===== src/rtl/fir_pkg.sv =====
// Shared types and sizing helpers for the FIR coefficient controller.
// FIR_COEFF_SYM_EN selects half-length symmetric loading (word k feeds h[k] and h[TAP-1-k]).
package fir_pkg;

   localparam int unsigned WIDTH_COEFF = 16;
   localparam int unsigned TAP_DEFAULT = 52;

   typedef logic signed [WIDTH_COEFF-1:0] coeff_t;

   typedef enum logic [1:0] {
      StIdle,
      StLoad,
      StPend,
      StSettle
   } state_e;

   function automatic int unsigned n_load(input int unsigned tap);
`ifdef FIR_COEFF_SYM_EN
      return tap / 2;
`else
      return tap;
`endif
   endfunction

   function automatic int unsigned idx_width(input int unsigned tap);
      return (tap > 1) ? $clog2(tap) : 1;
   endfunction

`ifdef FIR_COEFF_SYM_EN
   localparam bit MIRROR_EN = 1'b1;
`else
   localparam bit MIRROR_EN = 1'b0;
`endif

   localparam int unsigned N_LOAD = n_load(TAP_DEFAULT);
   localparam int unsigned IDX_W  = idx_width(TAP_DEFAULT);

endpackage


===== src/rtl/fir_coeff_bank.sv =====
// One coefficient bank: TAP registers with synchronous clear, single write port
// with optional mirrored write, and a flattened read bus.
module fir_coeff_bank #(
   parameter int unsigned WIDTH_coeff = 16,
   parameter int unsigned TAP         = 52,
   parameter int unsigned AW          = 6
) (
   input  logic                       i_clk,
   input  logic                       i_reset_n,
   input  logic                       i_we,
   input  logic [AW-1:0]              i_addr,
   input  logic                       i_mirror,
   input  logic [WIDTH_coeff-1:0]     i_data,
   output logic [TAP*WIDTH_coeff-1:0] o_coeff
);

   logic [WIDTH_coeff-1:0] r_mem [TAP];
   logic [AW-1:0]          w_maddr;

   assign w_maddr = AW'(TAP - 1) - i_addr;

   always_ff @(posedge i_clk) begin
      if (!i_reset_n) begin
         for (int i = 0; i < TAP; i++) begin
            r_mem[i] <= '0;
         end
      end else if (i_we) begin
         r_mem[i_addr] <= i_data;
         if (i_mirror) begin
            r_mem[w_maddr] <= i_data;
         end
      end
   end

   for (genvar g = 0; g < TAP; g++) begin : g_rd
      assign o_coeff[g*WIDTH_coeff +: WIDTH_coeff] = r_mem[g];
   end

endmodule


===== src/rtl/fir_coeff_ctrl.sv =====
// Double-buffered FIR coefficient controller: streams a set into the shadow bank, swaps on a
// sample strobe, then holds out_valid low for TAP strobes. FIR_COEFF_SYM_EN halves the set.
module fir_coeff_ctrl
   import fir_pkg::*;
#(
   parameter int unsigned WIDTH_coeff = 16,
   parameter int unsigned TAP         = 52
) (
   input  logic                       i_clk,
   input  logic                       i_reset_n,
   input  logic                       i_cfg_valid,
   output logic                       o_cfg_ready,
   input  logic [WIDTH_coeff-1:0]     i_cfg_data,
   input  logic                       i_cfg_last,
   input  logic                       i_sample_stb,
   output logic [TAP*WIDTH_coeff-1:0] o_coeff_out,
   output logic                       o_bank_sel,
   output logic                       o_swap_pulse,
   output logic                       o_out_valid,
   output logic                       o_err_len,
   output logic                       o_busy
);

   localparam int unsigned NLoad = n_load(TAP);
   localparam int unsigned IdxW  = idx_width(TAP);

   state_e                     r_state;
   logic [IdxW-1:0]            r_idx;
   logic [IdxW-1:0]            r_cnt;
   logic                       r_bank_sel;
   logic                       r_swap_pulse;
   logic                       r_out_valid;
   logic                       r_err_len;
   logic                       r_ready_en;
   logic                       w_xfer;
   logic                       w_at_end;
   logic [TAP*WIDTH_coeff-1:0] w_bank0;
   logic [TAP*WIDTH_coeff-1:0] w_bank1;

   // r_ready_en holds ready low for the cycle that follows a reset edge.
   assign o_cfg_ready = r_ready_en && ((r_state == StIdle) || (r_state == StLoad));
   assign w_xfer      = i_cfg_valid && o_cfg_ready;
   assign w_at_end    = (r_idx == IdxW'(NLoad - 1));

   always_ff @(posedge i_clk) begin
      if (!i_reset_n) begin
         r_state      <= StIdle;
         r_idx        <= '0;
         r_cnt        <= '0;
         r_bank_sel   <= 1'b0;
         r_swap_pulse <= 1'b0;
         r_out_valid  <= 1'b0;
         r_err_len    <= 1'b0;
         r_ready_en   <= 1'b0;
      end else begin
         r_ready_en   <= 1'b1;
         r_swap_pulse <= 1'b0;
         case (r_state)
            StIdle, StLoad: begin
               if (w_xfer) begin
                  if (i_cfg_last && w_at_end) begin
                     r_state   <= StPend;
                     r_idx     <= '0;
                     r_err_len <= 1'b0;
                  end else if (i_cfg_last || w_at_end) begin
                     r_state   <= StIdle;
                     r_idx     <= '0;
                     r_err_len <= 1'b1;
                  end else begin
                     r_state <= StLoad;
                     r_idx   <= r_idx + 1'b1;
                  end
               end
            end
            StPend: begin
               if (i_sample_stb) begin
                  r_bank_sel   <= ~r_bank_sel;
                  r_swap_pulse <= 1'b1;
                  r_out_valid  <= 1'b0;
                  r_cnt        <= '0;
                  r_state      <= StSettle;
               end
            end
            StSettle: begin
               if (i_sample_stb) begin
                  if (r_cnt == IdxW'(TAP - 1)) begin
                     r_out_valid <= 1'b1;
                     r_state     <= StIdle;
                  end else begin
                     r_cnt <= r_cnt + 1'b1;
                  end
               end
            end
            default: r_state <= StIdle;
         endcase
      end
   end

   // The shadow bank is whichever one is not currently active.
   fir_coeff_bank #(
      .WIDTH_coeff (WIDTH_coeff),
      .TAP         (TAP),
      .AW          (IdxW)
   ) u_bank0 (
      .i_clk     (i_clk),
      .i_reset_n (i_reset_n),
      .i_we      (w_xfer && r_bank_sel),
      .i_addr    (r_idx),
      .i_mirror  (MIRROR_EN),
      .i_data    (i_cfg_data),
      .o_coeff   (w_bank0)
   );

   fir_coeff_bank #(
      .WIDTH_coeff (WIDTH_coeff),
      .TAP         (TAP),
      .AW          (IdxW)
   ) u_bank1 (
      .i_clk     (i_clk),
      .i_reset_n (i_reset_n),
      .i_we      (w_xfer && !r_bank_sel),
      .i_addr    (r_idx),
      .i_mirror  (MIRROR_EN),
      .i_data    (i_cfg_data),
      .o_coeff   (w_bank1)
   );

   assign o_coeff_out  = r_bank_sel ? w_bank1 : w_bank0;
   assign o_bank_sel   = r_bank_sel;
   assign o_swap_pulse = r_swap_pulse;
   assign o_out_valid  = r_out_valid;
   assign o_err_len    = r_err_len;
   assign o_busy       = (r_state != StIdle);

endmodule


===== config.mk =====
export PLATFORM = sky130hd
export DESIGN_NAME = fir_coeff_ctrl
export DESIGN_NICKNAME = d
export VERILOG_FILES = /design/src/rtl/fir_pkg.sv /design/src/rtl/fir_coeff_bank.sv /design/src/rtl/fir_coeff_ctrl.sv
export SDC_FILE = /design/constraint.sdc
export NUM_CORES = 2
export LEC_CHECK = 0
export CAP_MARGIN = 0
export CORE_AREA = 5 5 354 443
export CTS_BUF_LIST = sky130_fd_sc_hd__clkbuf_2 sky130_fd_sc_hd__clkbuf_4 sky130_fd_sc_hd__clkbuf_8
export CTS_CLUSTER_DIAMETER = 50
export CTS_CLUSTER_SIZE = 14
export DETAILED_ROUTE_END_ITERATION = 10
export DIE_AREA = 0 0 359 448
export PLACE_DENSITY = 0.72
export SLEW_MARGIN = 20
export SYNTH_ARGS = -nofsm -noshare
export SYNTH_HDL_FRONTEND = slang
export SYNTH_SLANG_ARGS = --single-unit

===== constraint.sdc =====
create_clock -name i_clk -period 4.7 [get_ports i_clk]
set_clock_uncertainty 0.05 [all_clocks]
set_input_delay 1.41 -clock i_clk [delete_from_list [all_inputs] [get_ports i_clk]]
set_output_delay 1.41 -clock i_clk [all_outputs]
set_load 0.02 [all_outputs]

==> flow_summary.ini <==
[worst_setup_path]
crit_fanout = 96
worst_ep_required_time_ns = 3.24
path_class = reg -> out
cp_slowest_cell = clkdlybuf4s50_1
worstPathArrival_ns = 3.01
crit_path_start_kind = flop
critical_path.most_common_cell = buf_12
worstPathCellList = buf_12 -> buf_12 -> mux2_2 -> clkdlybuf4s50_1
worst-path-buf-inv = 3
worstSetupEndpointType = output port
crit_path_max_incr_delay_ns = 0.58
critical_path.top_delay_family = buffers and inverters

[placement]
place_area_um2 = 85200
dpl.hpwl_mm = 139.2
place.gp.congestion = 0.8139
io_buffers = 858

[clock_network]
postCtsSetupBuffers = 5
clkTransAtPathRegs_ns = 0.09
cts_tree = yes
clock_latency_ns = 0.88
cts-root-buf = clkbuf_8
post_cts_resized = 0
cts_hold_buf = 0
h-tree-depth = 4
cts_sinks = 1683
clockBufferDepth = 3
cts_buffers = 154

[timing]
grt_setup_unrepaired = false
tightest_slew_ns = 1.051
post-route-period-util = 0.9515
slew_viol_final = 0
hold_slack_ns = 0.4673
max_freq_ghz = 0.2236
min_period_ns = 4.472
timing.slew.headroom = 0.2992
setup_viol = 0
tns_ns = 0
finalHoldViolCount = 0

[detailed_routing]
ant_nets = 0
wl_per_cell_um = 27.01
drt-pass1-iter-count = 5
dr.first_iter.drc_count = 3630
remaining_drc_errors = 0
vias = 42310
wirelength_mm = 211.0
vias_per_cell = 5.414

[cells_and_area]
regArea_um2 = 50350
design_area_um2 = 88090
drive_above_1_share = 0.2396
multi_input_area_um2 = 22020
nNetsFinal = 5739
fillers = 11900
syn_to_final_growth_pct = 18.83

[logic_synthesis]
avgSynthCellArea_um2 = 15.01
syn-num-nets = 4960
synth-main-ff-cell = edfxtp_1
yosysTopAreaCell = edfxtp_1
ys_warn_count = 0
yosysSeqAreaShare = 0.6792
synth_cells = 4937
synth_edf_count = 1664
synth.distinct_cells = 55
synth_common_cells = and2_1, edfxtp_1, mux2_2
yosysMostFrequentCell = and2_1
synthesis.area_um2 = 74130
synth_seq_cells = 1683
synthTopCellsByArea = edfxtp_1, and2_1, mux2_2, clkbuf_1, o21ai_0
ys_async_sr_fraction = 0
synth_top_area_share = 0.6741

[floorplanning]
start_util = 0.4885
fp.dieW_um = 359
die_h_um = 448
core_region_area_um2 = 151700
rows = 160
die_area_um2 = 160800
io_pins = 859

[grt]
antenna_found_initial = 8
grt_max_degree = 120
grt_pass1_wl_mm = 300.2
grt_pass1_vias = 42610
grt.total_usage = 0.2556
grt_overflow_total = 0

[power_and_ir_drop]
total_power_mw = 28.29
ir_drop_mv = 0.2471
p_leak_nw = 30.89
p_per_area_nw_per_um2 = 321.1

[min_path]
hold_path.class = reg -> reg

[run_status]
outcome = finished, final reports clean

[flow_run]
cap_violations = 0
state kept, by name, summed over array words and instances (netlist names):
register / count
o_out_valid: 1
u_bank1.r_mem: 832
r_ready_en: 1
o_bank_sel: 1
r_idx: 6
r_state: 2
o_swap_pulse: 1
r_cnt: 6
o_err_len: 1
u_bank0.r_mem: 832
cells in the final DEF (no fill, tap or decap), types with 6 or more instances in the layout:
cell,count
buf_12,33
nand3_1,8
clkbuf_8,162
o21ai_0,7
o21ai_1,84
nand2b_1,8
nand2_2,6
clkdlybuf4s50_1,841
nor2_2,57
mux2_2,832
clkinv_2,10
o21ai_2,16
nand3_2,7
dfxtp_1,18
inv_6,12
and2_1,1669
nor2_1,28
nor2_4,25
buf_4,169
clkbuf_4,14
nand2_1,19
clkinvlp_4,10
edfxtp_1,1664
layer usage:
layer | track usage | part of all wire | vias to the layer above
met5 | 0 | 0.000062 | -
met4 | 0.1016 | 0.043 | 2
met3 | 0.06773 | 0.079 | 313
met2 | 0.4315 | 0.49 | 1500
met1 | 0.3162 | 0.38 | 21670
li1 | - | - | 18830
worst paths after layout:
check	start	end	slack (ns)	depth (start not counted)
worst max-delay path	o_bank_sel	o_coeff_out[417]	0.23	4
worst min-delay path	r_cnt[4]	r_cnt[4]	0.47	2
worst max register to register	r_idx[0]	u_bank0.r_mem[3][11]	1.63	3
worst min register to register	r_cnt[4]	r_cnt[4]	0.47	2
area by class of cell:
type	count	share of cell area
flip-flops and latches	1683	0.5716
multi-input cells	2831	0.2500
repair buffers	1045	0.1178
well taps	2025	0.02876
clock buffers	176	0.02651
clock inverters	49	0.005142
diodes	5	0.0001420
inverters	1	0.00004261
cells by family after synthesis:
kind of cell             Yosys count  synth area share
buffers and inverters            423           0.02451
multiplexers                     834            0.1267
AND/OR/NAND/NOR                 1868            0.1599
XOR/XNOR                           5         0.0005909
AO/OA/AOI/OAI                    122          0.008760
adder cells (fa/ha/maj)            2         0.0003375
flip-flops                      1683            0.6792
report_power, final:
part	leakage [nW]	total, mW	internal (mW)	switching [mW]
sequential	16.5	17.2	17.1	0.173
clock	1.43	8.55	3.56	4.99
combinational	13.0	2.51	0.921	1.58
tightest hold or removal path, delay by kind of cell, from the launching register on:
| family | cells | cell delay (ns) |
|---|---|---|
| flip-flops | 1 | 0.35 |
| AO/OA/AOI/OAI | 1 | 0.07 |
| AND/OR/NAND/NOR | 1 | 0.06 |
per-stage QoR:
| step | util | setup WS [ns] | instances |
|---|---|---|---|
| 2_1_floorplan | - | 0.7311 | 4937 |
| 3_3_place_gp | 0.5615 | 0.5229 | 7580 |
| 3_5_place_dp | 0.5615 | 0.4552 | 7580 |
| 4_1_cts | 0.5804 | 0.1064 | 7810 |
| 5_1_grt | 0.5804 | 0.07411 | 7811 |
| 6_report | 0.5805 | 0.2281 | 7815 |
(Power assumes the default switching activity.)
